[config.mk]
export PLATFORM = sky130hd
export DESIGN_NAME = soc_system_pio_status_in
export DESIGN_NICKNAME = d
export VERILOG_FILES = /design/src/rtl/soc_system_pio_status_in.sv
export SDC_FILE = /design/constraint.sdc
export NUM_CORES = 1
export LEC_CHECK = 0
export BUFFER_PORTS_ARGS = -buffer_cell sky130_fd_sc_hd__buf_2
export CORE_ASPECT_RATIO = 2
export CORE_MARGIN = 4
export CORE_UTILIZATION = 45
export DETAILED_ROUTE_END_ITERATION = 8
export PLACE_DENSITY = 0.87
export SLEW_MARGIN = 10
export SYNTH_ARGS = -nofsm -noshare
export SYNTH_HDL_FRONTEND = slang
export SYNTH_SLANG_ARGS = --single-unit
[constraint.sdc]
create_clock -name clk -period 3.1 [get_ports clk]
set_input_delay 0.155 -clock clk [delete_from_list [all_inputs] [get_ports clk]]
set_output_delay 0.155 -clock clk [all_outputs]
set_load 0.1 [all_outputs]
[src/rtl/soc_system_pio_status_in.sv]
// Avalon-MM input PIO returning FPGA-side status to the HPS.
// Synchronises in_port, exposes the live value, captures selected edges into a
// W1C sticky register and raises a level irq from captured & masked bits.
module soc_system_pio_status_in #(
    parameter int unsigned WIDTH       = 4,
    parameter int unsigned EDGE_TYPE   = 0,
    parameter int unsigned SYNC_STAGES = 2
) (
    input  logic             clk,
    input  logic             reset,
    input  logic [1:0]       address,
    input  logic             chipselect,
    input  logic             write_n,
    input  logic [31:0]      writedata,
    input  logic [WIDTH-1:0] in_port,
    output logic [31:0]      readdata,
    output logic             irq
);

    localparam int unsigned CNT_W = $clog2(SYNC_STAGES + 2);
    localparam logic [CNT_W-1:0] BLANK_LAST = CNT_W'(SYNC_STAGES + 1);

    logic [WIDTH-1:0] sync_q [SYNC_STAGES];
    logic [WIDTH-1:0] sync_d [SYNC_STAGES];
    logic [WIDTH-1:0] sync_val;
    logic [WIDTH-1:0] prev_q, prev_d;
    logic [WIDTH-1:0] mask_q, mask_d;
    logic [WIDTH-1:0] cap_q, cap_d;
    logic [CNT_W-1:0] blank_cnt_q, blank_cnt_d;
    logic [31:0]      readdata_q, readdata_d;
    logic [WIDTH-1:0] edge_v;
    logic [WIDTH-1:0] clr;
    logic             blanking;
    logic             wr_en;
    logic [31:0]      unused_writedata;

    assign sync_val = sync_q[SYNC_STAGES-1];
    assign readdata = readdata_q;

    // Upper writedata bits beyond WIDTH carry no meaning for this register set.
    always_comb unused_writedata = writedata;

    // Synchroniser shift, prev tracking and post-reset blanking counter.
    always_comb begin
        sync_d[0] = in_port;
        for (int unsigned i = 1; i < SYNC_STAGES; i++) begin
            sync_d[i] = sync_q[i-1];
        end
        prev_d      = sync_val;
        blanking    = (blank_cnt_q < BLANK_LAST);
        blank_cnt_d = blanking ? blank_cnt_q + 1'b1 : blank_cnt_q;
    end

    // Edge vector per EDGE_TYPE, suppressed while the synchroniser refills.
    always_comb begin
        edge_v = '0;
        case (EDGE_TYPE)
            0:       edge_v = sync_val & ~prev_q;
            1:       edge_v = ~sync_val & prev_q;
            default: edge_v = sync_val ^ prev_q;
        endcase
        if (blanking) begin
            edge_v = '0;
        end
    end

    // Register writes: mask load and W1C capture, with a same-cycle edge winning.
    always_comb begin
        wr_en  = chipselect && !write_n;
        clr    = '0;
        mask_d = mask_q;
        if (wr_en && address == 2'd3) begin
            clr = writedata[WIDTH-1:0];
        end
        if (wr_en && address == 2'd2) begin
            mask_d = writedata[WIDTH-1:0];
        end
        cap_d = (cap_q & ~clr) | edge_v;
    end

    // Read mux, registered every cycle regardless of chipselect.
    always_comb begin
        readdata_d = '0;
        case (address)
            2'd0:    readdata_d[WIDTH-1:0] = sync_val;
            2'd2:    readdata_d[WIDTH-1:0] = mask_q;
            2'd3:    readdata_d[WIDTH-1:0] = cap_q;
            default: readdata_d = '0;
        endcase
    end

    // Level interrupt straight from the capture and mask registers.
    always_comb irq = |(cap_q & mask_q);

    // State registers with synchronous active-high reset.
    always_ff @(posedge clk) begin
        if (reset) begin
            for (int unsigned i = 0; i < SYNC_STAGES; i++) begin
                sync_q[i] <= '0;
            end
            prev_q      <= '0;
            mask_q      <= '0;
            cap_q       <= '0;
            blank_cnt_q <= '0;
            readdata_q  <= '0;
        end else begin
            for (int unsigned i = 0; i < SYNC_STAGES; i++) begin
                sync_q[i] <= sync_d[i];
            end
            prev_q      <= prev_d;
            mask_q      <= mask_d;
            cap_q       <= cap_d;
            blank_cnt_q <= blank_cnt_d;
            readdata_q  <= readdata_d;
        end
    end

endmodule

==> Word level (Yosys, flattened, before mapping) <==
Memories as Yosys holds them, arrays and structs flattened.
Cells that the tools add are included.
{ "totals": {"reg_bits": 46, "in_bits": 42, "n_memories": 1, "ram_bits": 8} }
{ "mem_list": {"columns": ["memory", "words", "width", "rd", "rd_ports_with_merged_regs", "wr", "line", "source"], "rows": [
  ["sync_q", 2, 4, 2, 0, 2, "23", "logic [WIDTH-1:0] sync_q [SYNC_STAGES];"]
]} }
{ "op_classes": {"mux": 8, "n_lt_le_gt_ge": 1, "reduce_logical": 6, "n_bitwise": 8, "eq_ne": 2, "addsub": 1} }
{ "op_table": {"columns": ["cell", "n"], "rows": [
  ["2-to-1 mux 4 bit", 4],
  ["bitwise AND 4 bit", 3],
  ["case mux 4 bit (3 select lines)", 1],
  ["NOT 4 bit", 2],
  ["== test 2 bit, second input constant", 2],
  ["OR 4 bit", 1],
  ["OR reduction 4 bit", 1],
  ["logical AND 1 bit", 3],
  ["2-to-1 mux 1 bit", 3],
  ["adder 2 x 1 -> 2 bit, second input constant", 1],
  ["zero test 2 bit", 1],
  ["< comparator 2 bit, second input constant", 1],
  ["OR 1 bit", 2],
  ["zero test 1 bit", 1]
]} }

==> Logic depth before layout (Yosys ltp) <==
{ "logic_depth": {"depth_word": 7, "depth_mapped": 5, "depth_no_buf": 4} }

==> Least setup slack after synthesis <==
No wires, ideal clock.
{ "synth_timing": {"path_kind": "register -> output", "startpoint": "register cap_q[0]", "endpoint": "output irq", "stages_incl_launch_ff": 3, "arrival_ps": 1057, "setup_slack_ps": 1888, "cell_sequence": "dfxtp_1 > a22oi_1 > nand2_1"} }
{ "synth_via": {"elab_chain_len": 2} }
{ "synth_rtl": {"columns": ["element", "line", "source"], "rows": [
  ["start, declared", "28", "logic [WIDTH-1:0] cap_q, cap_d;"],
  ["start signal, assigned", "112", "cap_q <= cap_d;"],
  ["bitwise AND 4 bit", "93", "always_comb irq = |(cap_q & mask_q);"],
  ["OR reduction 4 bit", "93", null],
  ["end, declared", "17", "output logic irq"]
]} }
Every way passes these cells.

==> Worst setup path after layout <==
{ "layout_timing": {"startpoint": "register mask_q[0]", "endpoint": "output irq"} }
{ "layout_via": {"elab_chain_len": 2} }
{ "layout_rtl": {"columns": ["element", "line", "source"], "rows": [
  ["start, declared", "27", "logic [WIDTH-1:0] mask_q, mask_d;"],
  ["start signal, assigned", "111", "mask_q <= mask_d;"],
  ["bitwise AND 4 bit", "93", null],
  ["OR reduction 4 bit", "93", null]
]} }
Every way passes these cells.

==> metrics.md <==
| Metric | Value |
|---|---|
| Critical Path Max Stage Delay | 420 ps |
| Leakage Power | 0.585 nW |
| Dpl ws | 1830 ps |
| Critical path data arrival time | 1240 ps |
| WS Path Type | reg -> out |
| Clock skew | 7.12 ps |
| Hold Violations, Final | 0 |
| Sequence of cells on the critical path | a22oi_1, nand2_1, buf_2 |
| Die X | 44.3 um |
| CTS Buf Count | 3 |
| First-pass GRT wire length | 2.89 mm |
| Initial antenna violation count | 0 |
| Maximum vdd ir drop | 552 uV |
| Core ar. | 2540 um^2 |
| Tcrit/Tclk final | 0.450 |
| FF-to-FF End | cap_q[1] |
| IO Pins | 75 |
| Worst hold path type | in -> reg |
| Seq/Total Area, Yosys | 0.440 |
| Total number of vias | 761 |
| Slowest stage cell, crit path | buf_2 |
| Fin Setup TNS | 0 ps |
| Max Cap Viol | 0 |
| Final WS setup | 1700 ps |
| Number of clock sinks | 26 |
| Unique masters post-synth | 22 |
| Sum of routed wire length over all layers | 1.83 mm |
| Tmin final | 1400 ps |
| Final setup vio count | 0 |
| DRC viols | 0 |
| Top-count cell post-synth | buf_4 |
| Synthesized flop and latch total | 26 |
| Post-route ant nets | 0 |
| Req. time, crit path | 2940 ps |
| R2R Path Start | blank_cnt_q[0] |
| Hold path depth | 2 |
| Hold endpoint | sync_q[0][0] |
| Layout cells sized above 1 | 0.170 |
| Ys flop type | dfxtp_1 |
| Wire per inst | 11.2 um |
| DIE AREA | 3560 um^2 |
| Hold Crit Start | in_port[0] |
| Synthesized area | 1180 um^2 |
| Clock Pin Slew Worst Setup and Hold Paths | 90 ps |
| Ranking of synthesized cells by area | dfxtp_1 (44%), buf_4 (18%), nor2b_1 (7.9%) |
| Ant diodes | 0 |
| Crit Path Max Fanout | 3 |
| Root buf cell | clkbuf_8 |
| Drt via density | 4.67 |
| Mapped Cells | 120 |
| # rows | 26 |
| RSZ-0062 raised after global routing | false |
| Grt ovf | 0 |
| Worst r2r path cells | 4 |
| Syn Area/Cell | 9.86 um^2 |
| Type of origin of the critical path | register |
| Ys Warns | 0 |
| DRT iter0 DRCs | 8 |
| CP Capture Type | output port |
| Largest net degree at the start of global routing | 28 |
| Skew-Pair Late Insertion Delay | 260 ps |
| Fmax | 717 MHz |
| Chip height | 80.5 um |
| 1st-pass router iterations | 4 |
| CTS Buffer Depth | 2 |
| GRT Util Overall | 0.105 |
| Syn-to-layout area delta | 4.12% |
| Cell taking the most area after synthesis | dfxtp_1 |
| Async set or reset register ratio after synthesis | 0 |
| Status | complete, no violations |
| Post-synth top cells | buf_4 (28), dfxtp_1 (26), nor2b_1 (15) |
| Hold buffer count at CTS | 0 |
| GPL Wtd Cong | 0.729 |
| Starting Density | 0.466 |
| CTS tree | done |
| Vias in the first global route | 695 |
| Slew Limit Fails | 0 |
| Count of input and output buffers | 18 |
| Post-CTS Resized | 0 |
| Number of synthesized flops with an enable pin | 0 |
| Yosys top cell area share | 0.440 |
| NumNets Final | 179 |
| Postcts setup bufs | 0 |
| H-tree depth | 1 |
| Power per cell area | 687 nW/um^2 |
| Register-to-Register Setup Slack | 1970 ps |
==> cells by family after synthesis <==
family / count (synthesis) / synth area share
buf+inv: 34 / 0.210
simple gates: 34 / 0.179
flops: 26 / 0.440
mux: 6 / 0.0507
fa+ha+maj: 1 / 0.0106
xor+xnor: 1 / 0.00740
other cells: 1 / 0.00317
compound gates: 17 / 0.0994
==> report_power, final <==
part	switching (W)	total, W	internal (W)
clock	0.000101	0.000274	0.000173
sequential	0.00000724	0.000357	0.000350
combinational	0.000189	0.000216	0.0000266
total	0.000298	0.000847	0.000549
==> area by class of cell <==
cell class              instances  area [um^2]
clock buffers                   3         41.3
clock inverters                 1         30.0
fillers                       245         1310
multi-input cells              87          515
flip-flops and latches         26          520
well taps                      28         35.0
repair buffers                 18         90.1
==> critical path: cells and delay by family (launching register included) <==
family	cells	cell delay, ps
buf+inv	1	420
flops	1	370
compound gates	1	110
simple gates	1	80
==> layout by cell type (no fill, tap or decap), types with 2 or more instances in the layout <==
cell / netlist / routed
clkbuf_8: 0 / 3
buf_2: 1 / 18
nand2_1: 4 / 4
a21o_1: 4 / 4
dfxtp_1: 26 / 26
nor2b_1: 15 / 15
a211oi_1: 6 / 6
conb_1: 1 / 28
nor2_1: 7 / 7
nor3b_1: 4 / 4
a21oi_1: 4 / 4
mux2i_1: 6 / 6
a22oi_1: 2 / 2
==> per-layer routing <==
metal | global-route usage | vias to the layer above | routed length (um)
met5 | 0 | - | 0
met4 | 0.0574 | 0 | 40
met3 | 0.0157 | 5 | 191
met2 | 0.187 | 43 | 943
met1 | 0.113 | 341 | 653
li1 | - | 372 | -
==> worst max path at each step <==
stage | start | to | slack, ps
floorplan | cap_q[0] | irq | 1890
global placement | address[0] | mask_q[3] | 1860
detailed placement | address[0] | mask_q[2] | 1830
CTS | mask_q[0] | irq | 1700
global route | cap_q[0] | irq | 1640
finish | mask_q[0] | irq | 1700
==> sequential cells by signal, summed over array words and instances (netlist names) <==
signal	flops
readdata	4
cap_q	4
mask_q	4
prev_q	4
blank_cnt_q	2
sync_q	8
==> through the flow <==
step / total power, W / cell area (um^2) / hold WS (ps) / util / cells
after floorplan: 0.000591 / 1280 / 283 / - / 147
after global placement: 0.000575 / 1160 / 361 / 0.458 / 159
after detailed placement: 0.000580 / 1160 / 370 / 0.458 / 159
after CTS: 0.000849 / 1230 / 92.1 / 0.486 / 163
after global routing: 0.000873 / 1230 / 110 / 0.486 / 163
final: 0.000847 / 1230 / 88.4 / 0.486 / 163
Power figures use the tool's default switching activity.
